File: src/rtl/frequency_uart_reporter.sv
// Formats each captured BCD result as an ASCII line (digits, optional '.', CR, LF) into a byte UART; first write 2 cycles after strobe.
// Holds off while uart_busy is high; one-deep pending buffer keeps the newest result, counting discarded ones.
module frequency_uart_reporter #(
    parameter int NUMBER_OF_DIGITS       = 8,
    parameter int BLANK_LEADING_ZEROS    = 1,
    parameter int DECIMAL_POINT_POSITION = 0
) (
    input  logic                          clock,
    input  logic                          resetb,
    input  logic [4*NUMBER_OF_DIGITS-1:0] bcd_in,
    input  logic                          bcd_valid,
    input  logic                          uart_busy,
    output logic                          uart_wr,
    output logic [7:0]                    uart_dat,
    output logic                          line_active,
    output logic [7:0]                    overrun_count
);

    localparam int N           = NUMBER_OF_DIGITS;
    localparam int DP          = DECIMAL_POINT_POSITION;
    localparam int HAS_DP      = (DP > 0) ? 1 : 0;
    localparam int L           = N + HAS_DP + 2;
    localparam int IDXW        = $clog2(L);
    localparam int W           = 4 * N;
    localparam int BLANK_LIMIT = N - 1 - DP;

    typedef logic [IDXW-1:0] idx_t;
    localparam idx_t LAST_IDX = idx_t'(L - 1);

    typedef enum logic [2:0] {
        S_IDLE,
        S_LOAD,
        S_ISSUE,
        S_GAP,
        S_WAIT,
        S_DONE
    } state_t;

    state_t         state_q, state_d;
    logic [W-1:0]   line_q, line_d;
    logic [W-1:0]   pend_q, pend_d;
    logic           pend_vld_q, pend_vld_d;
    logic [7:0]     ovr_q, ovr_d;
    idx_t           idx_q, idx_d;
    logic [N-1:0]   mask_q, mask_d;
    logic [7:0]     dat_q, dat_d;

    logic [N-1:0]   blank_mask;
    logic           lead;
    logic [7:0]     cur_byte;
    logic [3:0]     nyb;
    logic           nyb_blank;
    int             pos;
    int             dig;

    // Blanking runs from the MS digit and stops at the first nonzero nybble or at the
    // digit left of the point (the LS digit when there is no point).
    always_comb begin
        blank_mask = '0;
        lead       = (BLANK_LEADING_ZEROS != 0);
        for (int i = 0; i < N; i++) begin
            if (lead && (i < BLANK_LIMIT) && (line_q[4*(N-1-i) +: 4] == 4'd0)) begin
                blank_mask[i] = 1'b1;
            end else begin
                lead = 1'b0;
            end
        end
    end

    always_comb begin
        pos       = int'(idx_q);
        dig       = 0;
        nyb       = 4'h0;
        nyb_blank = 1'b0;
        cur_byte  = 8'h0A;
        if (pos == L - 2) begin
            cur_byte = 8'h0D;
        end else if (pos < L - 2) begin
            if ((HAS_DP != 0) && (pos == N - DP)) begin
                cur_byte = 8'h2E;
            end else begin
                dig = ((HAS_DP != 0) && (pos > N - DP)) ? pos - 1 : pos;
                for (int i = 0; i < N; i++) begin
                    if (i == dig) begin
                        nyb       = line_q[4*(N-1-i) +: 4];
                        nyb_blank = mask_q[i];
                    end
                end
                if (nyb_blank) begin
                    cur_byte = 8'h20;
                end else if (nyb > 4'd9) begin
                    cur_byte = 8'h3F;
                end else begin
                    cur_byte = 8'h30 + {4'h0, nyb};
                end
            end
        end
    end

    always_comb begin
        state_d     = state_q;
        line_d      = line_q;
        pend_d      = pend_q;
        pend_vld_d  = pend_vld_q;
        ovr_d       = ovr_q;
        idx_d       = idx_q;
        mask_d      = mask_q;
        dat_d       = dat_q;
        uart_wr     = 1'b0;
        line_active = 1'b0;

        case (state_q)
            S_IDLE: begin
                if (bcd_valid) begin
                    line_d  = bcd_in;
                    state_d = S_LOAD;
                end
            end
            S_LOAD: begin
                line_active = 1'b1;
                idx_d       = '0;
                mask_d      = blank_mask;
                state_d     = S_ISSUE;
            end
            S_ISSUE: begin
                line_active = 1'b1;
                if (!uart_busy) begin
                    uart_wr = 1'b1;
                    dat_d   = cur_byte;
                    state_d = S_GAP;
                end
            end
            S_GAP: begin
                line_active = 1'b1;
                state_d     = S_WAIT;
            end
            S_WAIT: begin
                line_active = 1'b1;
                if (!uart_busy) begin
                    if (idx_q == LAST_IDX) begin
                        state_d = S_DONE;
                    end else begin
                        idx_d   = idx_q + idx_t'(1);
                        state_d = S_ISSUE;
                    end
                end
            end
            S_DONE: begin
                if (bcd_valid || pend_vld_q) begin
                    line_d     = bcd_valid ? bcd_in : pend_q;
                    pend_vld_d = 1'b0;
                    state_d    = S_LOAD;
                end else begin
                    state_d = S_IDLE;
                end
            end
            default: state_d = S_IDLE;
        endcase

        // Mid-line results park in the pending slot; a full slot is overwritten by the newer one.
        if (bcd_valid && (state_q inside {S_LOAD, S_ISSUE, S_GAP, S_WAIT})) begin
            pend_d     = bcd_in;
            pend_vld_d = 1'b1;
        end
        if (bcd_valid && pend_vld_q && (ovr_q != 8'hFF)) begin
            ovr_d = ovr_q + 8'd1;
        end
    end

    assign uart_dat      = uart_wr ? cur_byte : dat_q;
    assign overrun_count = ovr_q;

    always_ff @(posedge clock or negedge resetb) begin
        if (!resetb) begin
            state_q    <= S_IDLE;
            line_q     <= '0;
            pend_q     <= '0;
            pend_vld_q <= 1'b0;
            ovr_q      <= 8'h00;
            idx_q      <= '0;
            mask_q     <= '0;
            dat_q      <= 8'h00;
        end else begin
            state_q    <= state_d;
            line_q     <= line_d;
            pend_q     <= pend_d;
            pend_vld_q <= pend_vld_d;
            ovr_q      <= ovr_d;
            idx_q      <= idx_d;
            mask_q     <= mask_d;
            dat_q      <= dat_d;
        end
    end

endmodule

File: config.mk
export PLATFORM = sky130hd
export DESIGN_NAME = frequency_uart_reporter
export DESIGN_NICKNAME = d
export VERILOG_FILES = /design/src/rtl/frequency_uart_reporter.sv
export SDC_FILE = /design/constraint.sdc
export NUM_CORES = 1
export LEC_CHECK = 0
export BUFFER_PORTS_ARGS = -buffer_cell sky130_fd_sc_hd__buf_4
export CORE_UTILIZATION = 40
export CTS_BUF_LIST = sky130_fd_sc_hd__clkbuf_2
export CTS_CLUSTER_DIAMETER = 30
export DETAILED_ROUTE_END_ITERATION = 7
export SETUP_SLACK_MARGIN = 0.3
export SLEW_MARGIN = 20
export SYNTH_ARGS = -nofsm -noshare
export SYNTH_HDL_FRONTEND = slang
export SYNTH_SLANG_ARGS = --single-unit
File: constraint.sdc
create_clock -name clock -period 4.8 [get_ports clock]
set_input_delay 0.96 -clock clock [delete_from_list [all_inputs] [get_ports clock]]
set_output_delay 0.96 -clock clock [all_outputs]
set_load 0.01 [all_outputs]
==> results.sh <==
export IMPL_status="finished, final reports clean"
export IMPL_diodes=0
export IMPL_finalHoldViolCount=0
export IMPL_io_pins=54
export IMPL_yosys_area_top_type="dfrtp_1"
export IMPL_dp_cells=596
export IMPL_start_util_pct=41.9
export IMPL_worstRegToRegCells=7
export IMPL_first_pass_iters=4
export IMPL_portBuffers=51
export IMPL_synthTopCellsByCount="dfrtp_1 (93), nor2_1 (47), a21oi_1 (46)"
export IMPL_crit_type="register to output port"
export IMPL_cap_violations=0
export IMPL_worstHoldPathType="primary input to async pin"
export IMPL_place_congestion=0.843
export IMPL_ys_flop_type="dfrtp_1"
export IMPL_worst_pin_slew_ns=0.730
export IMPL_critical_path_max_stage_delay_ns=0.62
export IMPL_cp_top_family="simple AND/OR/NAND/NOR gates"
export IMPL_power_density_nw_per_um2=576
export IMPL_gr_total_overflow=0
export IMPL_dieWidth_um=109
export IMPL_vias=3252
export IMPL_grt_pass1_vias=3170
export IMPL_syn_cell_area_um2=4620
export IMPL_slew_viol_final=0
export IMPL_rrSetupSlack_ns=2.23
export IMPL_cp_max_fo=20
export IMPL_p_switching_w=0.00116
export IMPL_p_leak_nw=2.15
export IMPL_reg2reg_from="idx_q[1]"
export IMPL_fin_crit_ns=4.14
export IMPL_die_h_um=109
export IMPL_worst_r2r_endpoint="dat_q[1]"
export IMPL_die_area_um2=12000
export IMPL_required_ns=3.84
export IMPL_synth_seq_area_share_pct=50.4
export IMPL_cts_made_buffers=9
export IMPL_slowest_stage="ha_1"
export IMPL_clock_sinks=93
export IMPL_yosysMostFrequentCell="dfrtp_1"
export IMPL_synth_top_area_share_pct=50.4
export IMPL_coreArea_um2=11000
export IMPL_yosys_warnings=0
export IMPL_clk_latency_ns=0.57
export IMPL_critPathLaunchType="register"
export IMPL_combPwrFrac_pct=40.8
export IMPL_area_growth_pct=11.7
export IMPL_drc=0
export IMPL_power_internal_w=0.00181
export IMPL_synth_edf_count=0
export IMPL_sequentialPowerShare_pct=48.0
export IMPL_synth_seq_cells=93
export IMPL_ys_async_sr_fraction_pct=100
export IMPL_dp_hpwl_um=6840
export IMPL_track_usage_pct=18.0
export IMPL_grt_antenna_before_repair=0
export IMPL_rows=38
export IMPL_drive_above_1_share_pct=24.0
export IMPL_clockPowerShare_pct=11.2
export IMPL_critPathCaptureType="output port"
export IMPL_htree_levels=3
export IMPL_grt_pass1_wl_um=16500
export IMPL_yosysUniqueCellTypes=57
export IMPL_setup_viol=0
export IMPL_cts_path_max_buffers=2
export IMPL_relSlewSlack_pct=51.3
export IMPL_cts_hold_buf=0
export IMPL_cts_tree="built"
export IMPL_cp_cell_sequence="inv_1 -> ha_1 -> nand3b_1 -> a221oi_1 -> nor4_1 -> nor2b_1 -> nor3_1 -> buf_4"
export IMPL_ant_nets=0
export IMPL_avgSynthCellArea_um2=10.8
export IMPL_finalCritPeriodShare_pct=86.2
export IMPL_yosys_top_cells_area="dfrtp_1 (50%), mux2_2 (7.8%), mux2i_1 (7.6%)"
export IMPL_ir_drop_v=0.000229
export IMPL_synth_cells=426
export IMPL_stdcell_count=611
export IMPL_finalWirelength_um=9670
export IMPL_cp_data_arrival_time_ns=3.18
export IMPL_clock_root_buffer="clkbuf_2"
export IMPL_path_clk_slew_ns=0.25
export IMPL_finalSetupTns_ns=0
export IMPL_path_depth=8
export IMPL_cp_endpoint="uart_dat[2]"
export IMPL_max_freq_mhz=242
export IMPL_swShare_pct=39.2
export IMPL_grt_max_degree=65
export IMPL_fin_skew_ns=0.0430
export IMPL_postCtsSetupBuffers=0
export IMPL_wl_per_cell_um=15.8
export IMPL_crit_buf_inv=2
export IMPL_rsz0062_at_grt="no"
export IMPL_fin_nets=508
export IMPL_first_iter_violations=187
export IMPL_worstSetupStartpoint="idx_q[1]"
export IMPL_vias_per_cell=5.32
export IMPL_post_cts_resized=0
-- stage by stage --
| stage | hold slack [ns] | power (W) | cell area, um^2 | setup WS, ns | utilization (%) |
|---|---|---|---|---|---|
| 2_1_floorplan | 0.439 | 0.00228 | 4620 | 1.88 | - |
| 3_3_place_gp | 0.463 | 0.00264 | 5070 | 1.36 | 46.0 |
| 3_5_place_dp | 0.472 | 0.00267 | 5070 | 1.30 | 46.0 |
| 4_1_cts | 0.369 | 0.00301 | 5160 | 0.611 | 46.8 |
| 5_1_grt | 0.367 | 0.00322 | 5160 | 0.317 | 46.8 |
| 6_report | 0.403 | 0.00297 | 5160 | 0.661 | 46.8 |
-- state kept, by name, indices dropped and copies added, names as in the netlist --
register and flops:
state_q 3, pend_vld_q 1, mask_q 7, idx_q 4, pend_q 32, overrun_count 8, dat_q 6, line_q 32
-- per-layer routing --
| layer | part of all wire [%] | vias to the layer above | track usage (%) | wire, um |
|---|---|---|---|---|
| met4 | 0.77 | 0 | 4.86 | 74 |
| li1 | - | 1599 | - | - |
| met2 | 46 | 57 | 26.8 | 4470 |
| met1 | 50 | 1590 | 25.6 | 4790 |
| met5 | 0 | - | 0 | 0 |
| met3 | 3.5 | 6 | 4.98 | 335 |
-- logic make-up (layout without fill, tap and decap cells) --
| family | Yosys count | in the layout | share of synthesized area (%) |
|---|---|---|---|
| AOI/OAI and AO/OA | 86 | 86 | 12.6 |
| xor gates and xnor gates | 10 | 10 | 1.90 |
| adders and majority gates | 5 | 5 | 1.35 |
| buffers and inverters | 36 | 80 | 3.98 |
| DFF | 93 | 93 | 50.4 |
| muxes | 67 | 67 | 15.4 |
| other | 1 | 2 | 0.0812 |
| and+or+nand+nor | 128 | 128 | 14.4 |
-- power by group through the flow --
| stage | logic [W] | clock network, W | registers (W) |
|---|---|---|---|
| finish | 0.00121 | 0.000333 | 0.00142 |
| global route | 0.00135 | 0.000384 | 0.00148 |
| CTS | 0.00123 | 0.000352 | 0.00143 |
| detailed placement | 0.00123 | 0 | 0.00145 |
| global placement | 0.00120 | 0 | 0.00143 |
| floorplan | 0.000946 | 0 | 0.00133 |
-- cell type report --
cell class	instances	area, um^2
repair buffers	55	413
inverters	10	37.5
clock buffers	10	50.0
multi-input cells	298	2120
flip-flops and latches	93	2330
well taps	140	175
clock inverters	5	37.5
fillers	1072	5870
-- worst min-delay path by stage --
stage	slack [ns]	cells after the start	end	from
after floorplan	0.44	2	mask_q[1]	mask_q[1]
after global placement	0.46	1	dat_q[5]	dat_q[5]
after detailed placement	0.47	1	dat_q[5]	dat_q[5]
after CTS	0.37	1	pend_q[20]	resetb
after global routing	0.37	1	pend_q[20]	resetb
final	0.40	1	pend_q[22]	resetb
-- placed cells by master, fill, tap and decap left out, drive strengths merged, types with 2 or more instances in the layout --
| cell type | count |
|---|---|
| a221oi | 4 |
| o211ai | 4 |
| xor2 | 3 |
| clkinv | 4 |
| ha | 5 |
| nand3 | 7 |
| buf | 55 |
| a211oi | 5 |
| a21oi | 47 |
| nand3b | 7 |
| nand2 | 27 |
| or3b | 2 |
| conb | 2 |
| o21ai | 6 |
| nand2b | 4 |
| a2111oi | 3 |
| mux2i | 35 |
| nand4 | 3 |
| or4 | 2 |
| nor2b | 11 |
| nor2 | 47 |
| inv | 11 |
| xnor2 | 7 |
| a221o | 2 |
| mux2 | 32 |
| nor4 | 6 |
| nor3 | 4 |
| clkbuf | 10 |
| nor3b | 3 |
| o31ai | 3 |
| or3 | 2 |
| a21o | 3 |
| dfrtp | 93 |
(Power assumes the default switching activity.)
